[src/rtl/div_unit_pkg.sv]
// Shared CPU arithmetic package.
// Holds the iterative divider/multiplier FSM state encoding and operand
// sizing constants used by div_unit, div_step and the mult unit.
package div_unit_pkg;

  localparam int DIV_WIDTH = 32;
  localparam int DIV_ITER  = 32;
  localparam int CNT_W     = $clog2(DIV_ITER + 1);

  typedef enum logic [1:0] {
    IDLE = 2'd0,
    RUN  = 2'd1,
    FIX  = 2'd2
  } div_state_t;

endpackage

[src/rtl/div_step.sv]
// One restoring-division step (purely combinational).
// Ports:
//   rem_in  : current 33-bit partial remainder
//   dvd_in  : dividend shift register; quotient bits enter at the LSB
//   dvs     : divisor magnitude
//   rem_out : partial remainder after shift and trial subtract
//   dvd_out : dividend shifted left with the new quotient bit appended
module div_step
  import div_unit_pkg::*;
(
  input  logic [DIV_WIDTH:0]   rem_in,
  input  logic [DIV_WIDTH-1:0] dvd_in,
  input  logic [DIV_WIDTH-1:0] dvs,
  output logic [DIV_WIDTH:0]   rem_out,
  output logic [DIV_WIDTH-1:0] dvd_out
);

  logic [DIV_WIDTH+1:0] shifted;
  logic [DIV_WIDTH+1:0] diff;
  logic                 borrow;
  // The partial remainder never reaches 2^32, so the top shifted bit is
  // always zero; it is kept only so the subtract has a clean borrow bit.
  logic                 unused_msb;

  always_comb begin
    shifted    = {rem_in, dvd_in[DIV_WIDTH-1]};
    diff       = shifted - {2'b00, dvs};
    borrow     = diff[DIV_WIDTH+1];
    rem_out    = borrow ? shifted[DIV_WIDTH:0] : diff[DIV_WIDTH:0];
    dvd_out    = {dvd_in[DIV_WIDTH-2:0], ~borrow};
    unused_msb = shifted[DIV_WIDTH+1];
  end

endmodule

[src/rtl/div_unit.sv]
// Iterative signed 32-bit divider with MIPS DIV semantics.
// Magnitudes are divided with a restoring algorithm (one bit per cycle),
// then signs are applied: quotient truncates toward zero, remainder takes
// the dividend's sign.
// Ports:
//   clk, reset : rising-edge clock, synchronous active-high reset
//   DivCtrl    : start request, sampled only in IDLE
//   A, B       : dividend / divisor, two's complement
//   DivHI      : remainder (held until the next result)
//   DivLO      : quotient  (held until the next result)
//   DivDone    : one-cycle pulse when DivHI/DivLO hold a new result
//   DivZero    : one-cycle pulse on a divide-by-zero request
//   DivBusy    : high in any state other than IDLE
module div_unit
  import div_unit_pkg::*;
(
  input  logic                 clk,
  input  logic                 reset,
  input  logic                 DivCtrl,
  input  logic [DIV_WIDTH-1:0] A,
  input  logic [DIV_WIDTH-1:0] B,
  output logic [DIV_WIDTH-1:0] DivHI,
  output logic [DIV_WIDTH-1:0] DivLO,
  output logic                 DivDone,
  output logic                 DivZero,
  output logic                 DivBusy
);

  div_state_t           state, state_nxt;
  logic [DIV_WIDTH:0]   rem;
  logic [DIV_WIDTH-1:0] dvd;
  logic [DIV_WIDTH-1:0] dvs;
  logic                 sign_a, sign_b;
  logic [CNT_W-1:0]     cnt;

  logic [DIV_WIDTH:0]   step_rem;
  logic [DIV_WIDTH-1:0] step_dvd;

  // Magnitude of a two's-complement value; 0x80000000 maps to itself,
  // which is the correct unsigned magnitude.
  function automatic logic [DIV_WIDTH-1:0] abs_val(input logic signed [DIV_WIDTH-1:0] v);
    return v[DIV_WIDTH-1] ? DIV_WIDTH'(-v) : DIV_WIDTH'(v);
  endfunction

  function automatic logic [DIV_WIDTH-1:0] cond_neg(input logic [DIV_WIDTH-1:0] v,
                                                    input logic neg);
    return neg ? DIV_WIDTH'(-v) : v;
  endfunction

  div_step u_div_step (
    .rem_in  (rem),
    .dvd_in  (dvd),
    .dvs     (dvs),
    .rem_out (step_rem),
    .dvd_out (step_dvd)
  );

  always_comb begin
    state_nxt = state;
    case (state)
      IDLE:    if (DivCtrl && (B != '0)) state_nxt = RUN;
      // The counter reaching zero costs one extra RUN cycle, giving a
      // fixed 35-cycle start-to-start period.
      RUN:     if (cnt == '0) state_nxt = FIX;
      FIX:     state_nxt = IDLE;
      default: state_nxt = IDLE;
    endcase
  end

  always_ff @(posedge clk) begin
    if (reset) begin
      state   <= IDLE;
      rem     <= '0;
      dvd     <= '0;
      dvs     <= '0;
      sign_a  <= 1'b0;
      sign_b  <= 1'b0;
      cnt     <= '0;
      DivHI   <= '0;
      DivLO   <= '0;
      DivDone <= 1'b0;
      DivZero <= 1'b0;
    end else begin
      state   <= state_nxt;
      DivDone <= 1'b0;
      DivZero <= 1'b0;
      case (state)
        IDLE: begin
          if (DivCtrl) begin
            if (B == '0) begin
              DivZero <= 1'b1;
            end else begin
              rem    <= '0;
              dvd    <= abs_val(A);
              dvs    <= abs_val(B);
              sign_a <= A[DIV_WIDTH-1];
              sign_b <= B[DIV_WIDTH-1];
              cnt    <= CNT_W'(DIV_ITER);
            end
          end
        end
        RUN: begin
          if (cnt != '0) begin
            rem <= step_rem;
            dvd <= step_dvd;
            cnt <= cnt - 1'b1;
          end
        end
        FIX: begin
          DivLO   <= cond_neg(dvd, sign_a ^ sign_b);
          DivHI   <= cond_neg(rem[DIV_WIDTH-1:0], sign_a);
          DivDone <= 1'b1;
        end
        default: ;
      endcase
    end
  end

  assign DivBusy = (state != IDLE);

endmodule

[config.mk]
export PLATFORM = sky130hd
export DESIGN_NAME = div_unit
export DESIGN_NICKNAME = d
export VERILOG_FILES = /design/src/rtl/div_unit_pkg.sv /design/src/rtl/div_step.sv /design/src/rtl/div_unit.sv
export SDC_FILE = /design/constraint.sdc
export NUM_CORES = 1
export LEC_CHECK = 0
export ABC_AREA = 0
export CORE_UTILIZATION = 50
export DETAILED_ROUTE_END_ITERATION = 8
export PLACE_DENSITY_LB_ADDON = 0.25
export SKIP_LAST_GASP = 1
export SYNTH_ARGS = -nofsm -noshare
export SYNTH_HDL_FRONTEND = slang
export SYNTH_SLANG_ARGS = --single-unit
export TNS_END_PERCENT = 1
[constraint.sdc]
create_clock -name clk -period 4.21 [get_ports clk]
set_input_delay 0.6315 -clock clk [delete_from_list [all_inputs] [get_ports clk]]
set_output_delay 0.6315 -clock clk [all_outputs]
set_load 0.02 [all_outputs]
== After elaboration in Yosys (flattened, before gate mapping) ==
Cells that the tools add are included.

* Flip-flop bits (word level): 173
* Logic and storage cells: 63
* Output and inout bits: 67
* Bits of input ports: 67

* $add $sub $neg: 6
* Reduce and logical (&&, ||, !) cells: 12
* Bitwise logic cells: 5
* Muxes and demuxes: 22
* Eq/ne operators: 7

{| class="wikitable"
|+ Operators with widths
! cell !! count
|-
| $mux W32 || 7
|-
| $mux W33 || 4
|-
| $neg A32 Y32 || 4
|-
| $pmux W33 S2 || 1
|-
| $pmux W32 S2 || 1
|-
| $sub A34 B32 Y34 || 1
|-
| $logic_not A32 Y1 || 1
|-
| $reduce_bool A32 Y1 || 1
|-
| $mux W6 || 3
|-
| $pmux W6 S2 || 1
|-
| $ne A2 B2 Y1 const B || 5
|-
| $logic_not A6 Y1 || 1
|-
| $reduce_bool A6 Y1 || 1
|-
| $sub A6 B1 Y6 const B || 1
|-
| $mux W2 || 2
|-
| $not A1 Y1 || 4
|-
| $pmux W2 S2 || 1
|-
| $reduce_and A4 Y1 || 1
|-
| $reduce_bool A2 Y1 || 2
|-
| $reduce_and A3 Y1 || 1
|-
| $reduce_or A3 Y1 || 1
|-
| $eq A2 B1 Y1 const B || 1
|-
| $eq A2 B2 Y1 const B || 1
|-
| $logic_not A2 Y1 || 1
|-
| other kinds (4) || 5
|}

== Longest topological paths before layout ==
* Word-level depth: 5
* Depth in mapped cells: 14

== Hierarchy ==
A second synthesis with hierarchy kept.

* Cell total of the unflattened synthesis: 1462
* Area, all modules: 11242.0 um2

{| class="wikitable"
|+ Modules (own cells, without submodules)
! module !! instances !! cells an instance !! area an instance (um2)
|-
| div_unit || 1 || 1103 || 8838.5
|-
| div_step || 1 || 359 || 2403.6
|}

== Least setup slack after synthesis ==
Ideal clock, no wire load.

* Kind: input port to flip-flop
* From: input A[12]
* To: register dvd[29]
* Stages: 9
* Slack: 1.055 ns
* Data arrival time: 3.084 ns
* Required time: 4.139 ns
* Cell sequence: or4_1 -> nor4_1 -> nand2b_1 -> or3_1 -> or3_1 -> o41ai_1 -> xor2_1 -> a211o_1 -> a21oi_1

* Longest elaborated chain between the ends: 5

{| class="wikitable"
|+ RTL lines
! what !! line !! text
|-
| start: declaration || div_unit.sv:20 || <nowiki>input logic [DIV_WIDTH-1:0] A,</nowiki>
|-
| $neg A32 Y32 || div_unit.sv:42 || <nowiki>return v[DIV_WIDTH-1] ? DIV_WIDTH'(-v) : DIV_WIDTH'(v);</nowiki>
|-
| $mux W32 || div_unit.sv:42 ||
|-
| $mux W32 || div_unit.sv:90 || <nowiki>if (B == '0) begin</nowiki>
|-
| $mux W32 || div_unit.sv:89 || <nowiki>if (DivCtrl) begin</nowiki>
|-
| $pmux W32 S2 || div_unit.sv:87 || <nowiki>case (state)</nowiki>
|-
| end signal: assignment || div_unit.sv:94 || <nowiki>dvd <= abs_val(A);</nowiki>
|-
| end signal: assignment || div_unit.sv:105 || <nowiki>dvd <= step_dvd;</nowiki>
|-
| end: declaration || div_unit.sv:31 || <nowiki>logic [DIV_WIDTH-1:0] dvd;</nowiki>
|}

No other way between the ends. The select of a mux whose other input is x is not followed.
A chain may end at the register's enable or synchronous reset.

== Worst setup path in the final report ==
* From: register dvs[16]
* To: register rem[17]

* Longest elaborated chain between the ends: 4

{| class="wikitable"
|+ RTL lines
! what !! line !! text
|-
| start: declaration || div_unit.sv:32 || <nowiki>logic [DIV_WIDTH-1:0] dvs;</nowiki>
|-
| start signal: assignment || div_unit.sv:95 || <nowiki>dvs <= abs_val(B);</nowiki>
|-
| $sub A34 B32 Y34 || div_step.sv:27 || <nowiki>diff = shifted - {2'b00, dvs};</nowiki>
|-
| $mux W33 || div_step.sv:29 || <nowiki>rem_out = borrow ? shifted[DIV_WIDTH:0] : diff[DIV_WIDTH:0];</nowiki>
|-
| $mux W33 || div_unit.sv:103 || <nowiki>if (cnt != '0) begin</nowiki>
|-
| $pmux W33 S2 || div_unit.sv:87 ||
|-
| end signal: assignment || div_unit.sv:104 || <nowiki>rem <= step_rem;</nowiki>
|-
| end: declaration || div_unit.sv:30 || <nowiki>logic [DIV_WIDTH:0] rem;</nowiki>
|}

No other way between the ends. The select of a mux whose other input is x is not followed.

==> results_dict.tcl <==
set metrics [dict create \
    tightestPinTransition_ns 1.31 \
    fp.dieW_um 149 \
    slew_viol_final 0 \
    end_kind "flop" \
    num_rows 53 \
    antenna_found_initial 0 \
    synth_ff_type "dfxtp_1" \
    period_share_pct 89.4 \
    wl_per_cell_um 15.8 \
    crit_start "dvs[16]" \
    r2r-start "dvs[16]" \
    ioPinCount 134 \
    cp_data_arrival_time_ns 4.14 \
    post-dp-hpwl_mm 20.8 \
    p_leak_nw 4.98 \
    cts_root_buffer "clkbuf_16" \
    wirelength_mm 28.0 \
    syn_nets 1496 \
    rsz0062_at_grt "false" \
    drv_cap 0 \
    worstHoldPathType "flop to flop" \
    hold_viol 0 \
    dr.first_iter.drc_count 846 \
    power.total_w 0.00524 \
    slew_headroom_pct 12.3 \
    dr_wl_met2_mm 11.6 \
    io_buffers 133 \
    fin_tns_setup_ns 0 \
    layout_min_cycle_time_ns 3.76 \
    synthTopCellsByCount "nor2_1 (191), dfxtp_1 (173), nand2_1 (120), xor2_1 (111), a211oi_1 (106)" \
    drive_gt1_share_pct 5.29 \
    hold_start "dvs[31]" \
    synth_top_area_share_pct 32.3 \
    cts.hold.buffers_added 0 \
    peakVddDrop_v 0.000281 \
    start_util_pct 51.1 \
    drc 0 \
    numCtsBuffers 17 \
    gr-total-overflow 0 \
    synth_top_area_cell "dfxtp_1" \
    cp-start-kind "flop" \
    synth_mux_area_share_pct 0.466 \
    highest_layer "met4" \
    clk_latency_ns 0.43 \
    clk_pin_slew_worst_paths_ns 0.07 \
    cts_tree "built" \
    final_core_util_pct 61.5 \
    critPathKind "flop to flop" \
    grt_pass1_wl_mm 45.6 \
    synth_xor_area_share_pct 12.1 \
    avgSynthCellArea_um2 7.72 \
    first_pass_iters 5 \
    async_reset_ff_share_pct 0 \
    cp_max_fo 20 \
    ant_nets 0 \
    htree_levels 4 \
    synth_adder_area_share_pct 4.62 \
    diodes 0 \
    die_area_um2 22100 \
    syn-instance-count 1390 \
    synth-compound-area-share_pct 23.4 \
    ys_seq_area_share_pct 32.3 \
    setup_viol 0 \
    gp_congestion 0.932 \
    area_delta_synth_final_pct 20.4 \
    p_per_area_nw_per_um2 406 \
    synthSimpleGateAreaFrac_pct 22.0 \
    avgViaCountPerCell 5.72 \
    core_area_um2 21000 \
    synth_top_family_by_area "compound AO/OA/AOI/OAI gates" \
    ys_types 61 \
    yosysWarningCount 0 \
    max_clock_freq_mhz 266 \
    crit_required_ns 4.59 \
    track_usage_pct 25.6 \
    synth-seq-cells 173 \
    post-cts-setup-buffer-count 0 \
    grt_max_degree 89 \
    post_cts_resized 0 \
    wirelength_met1_mm 14.1 \
    wl_met3_mm 1.90 \
    finalNetCount 1587 \
    die_h_um 149 \
    synth-edff-count 0 \
    synthesis.area_um2 10700 \
    via_count 10100 \
    fin_skew_ns 0.0102 \
    status "completed" \
    synth_area_leaders "dfxtp_1 (32%), xor2_1 (9.1%), a211oi_1 (7.4%)" \
    clock_sinks 173 \
    synth.most_common_cell "nor2_1" \
    cts_buffer_depth 2 \
    grt_pass1_vias 8968 \
]
[per-stage QoR]
step | area (um^2) | hold slack (ns) | std cells | setup slack (ns)
3_5_place_dp | 12300 | 0.444 | 1737 | 0.378
5_1_grt | 12900 | 0.514 | 1769 | 0.185
3_3_place_gp | 12300 | 0.441 | 1737 | 0.428
6_report | 12900 | 0.459 | 1769 | 0.448
2_1_floorplan | 10700 | 0.425 | 1390 | 1.06
4_1_cts | 12900 | 0.461 | 1769 | 0.469
[cells by family after synthesis]
family                     count (synthesis)
and+or+nand+nor                          511
AOI/OAI and AO/OA                        374
DFF                                      173
xor gates and xnor gates                 148
buffers and inverters                    140
adders and majority gates                 39
muxes                                      5
[layout by cell type (no fill, tap or decap), drive strengths merged, types with 31 or more instances in the layout]
cell,netlist,routed
xor2,111,111
nor2,191,191
ha,38,38
nand2,120,120
nand3,80,80
inv,53,60
o21ai,68,68
clkdlybuf4s50,1,132
xnor2,37,37
a21oi,81,81
a211oi,106,106
dfxtp,173,173
o31ai,31,31
[worst max-delay path: stages (launching register included)]
cell and delay, ns:
dfxtp_1 0.34, inv_1 0.06, ha_1 0.39, a21oi_1 0.27, o21ai_0 0.15, nor3_1 0.30, a31oi_1 0.19, a21oi_1 0.32
o221ai_1 0.30, xnor2_2 0.83, buf_4 0.34, nand3_1 0.10, nand3_1 0.11
[worst paths after layout]
kind | end | slack, ns | cells after the start
setup reg to reg | rem[17] | 0.45 | 12
hold / removal | dvs[31] | 0.46 | 2
setup / recovery | rem[17] | 0.45 | 12
hold reg to reg | dvs[31] | 0.46 | 2
[routing by layer]
layer	track usage (%)	up-vias
met5	0	-
met4	6.96	0
met3	3.34	28
met2	36.4	308
met1	39.9	4592
li1	-	5186
[report_power, final]
part	total, W	switching, W	internal (W)
clock	0.00166	0.000723	0.000933
sequential	0.00199	0.000183	0.00181
combinational	0.00159	0.000944	0.000649
total	0.00524	0.00185	0.00339
[final cells by class]
| class | instances | area, um^2 |
|---|---|---|
| Clock buffer | 19 | 453 |
| Clock inverter | 13 | 170 |
| Fill cell | 1897 | 8100 |
| Inverter | 53 | 199 |
| Multi-Input combinational cell | 1077 | 6770 |
| Sequential cell | 173 | 3460 |
| Tap cell | 275 | 344 |
| Timing Repair Buffer | 159 | 1520 |
[flip-flops by register name (all words and copies together), names as in the netlist]
register	cells
DivDone	1
DivHI	32
DivZero	1
sign_b	1
rem	33
DivLO	32
sign_a	1
dvs	32
cnt	6
state	2
dvd	32
No activity file was read; power rests on OpenSTA's default activity.
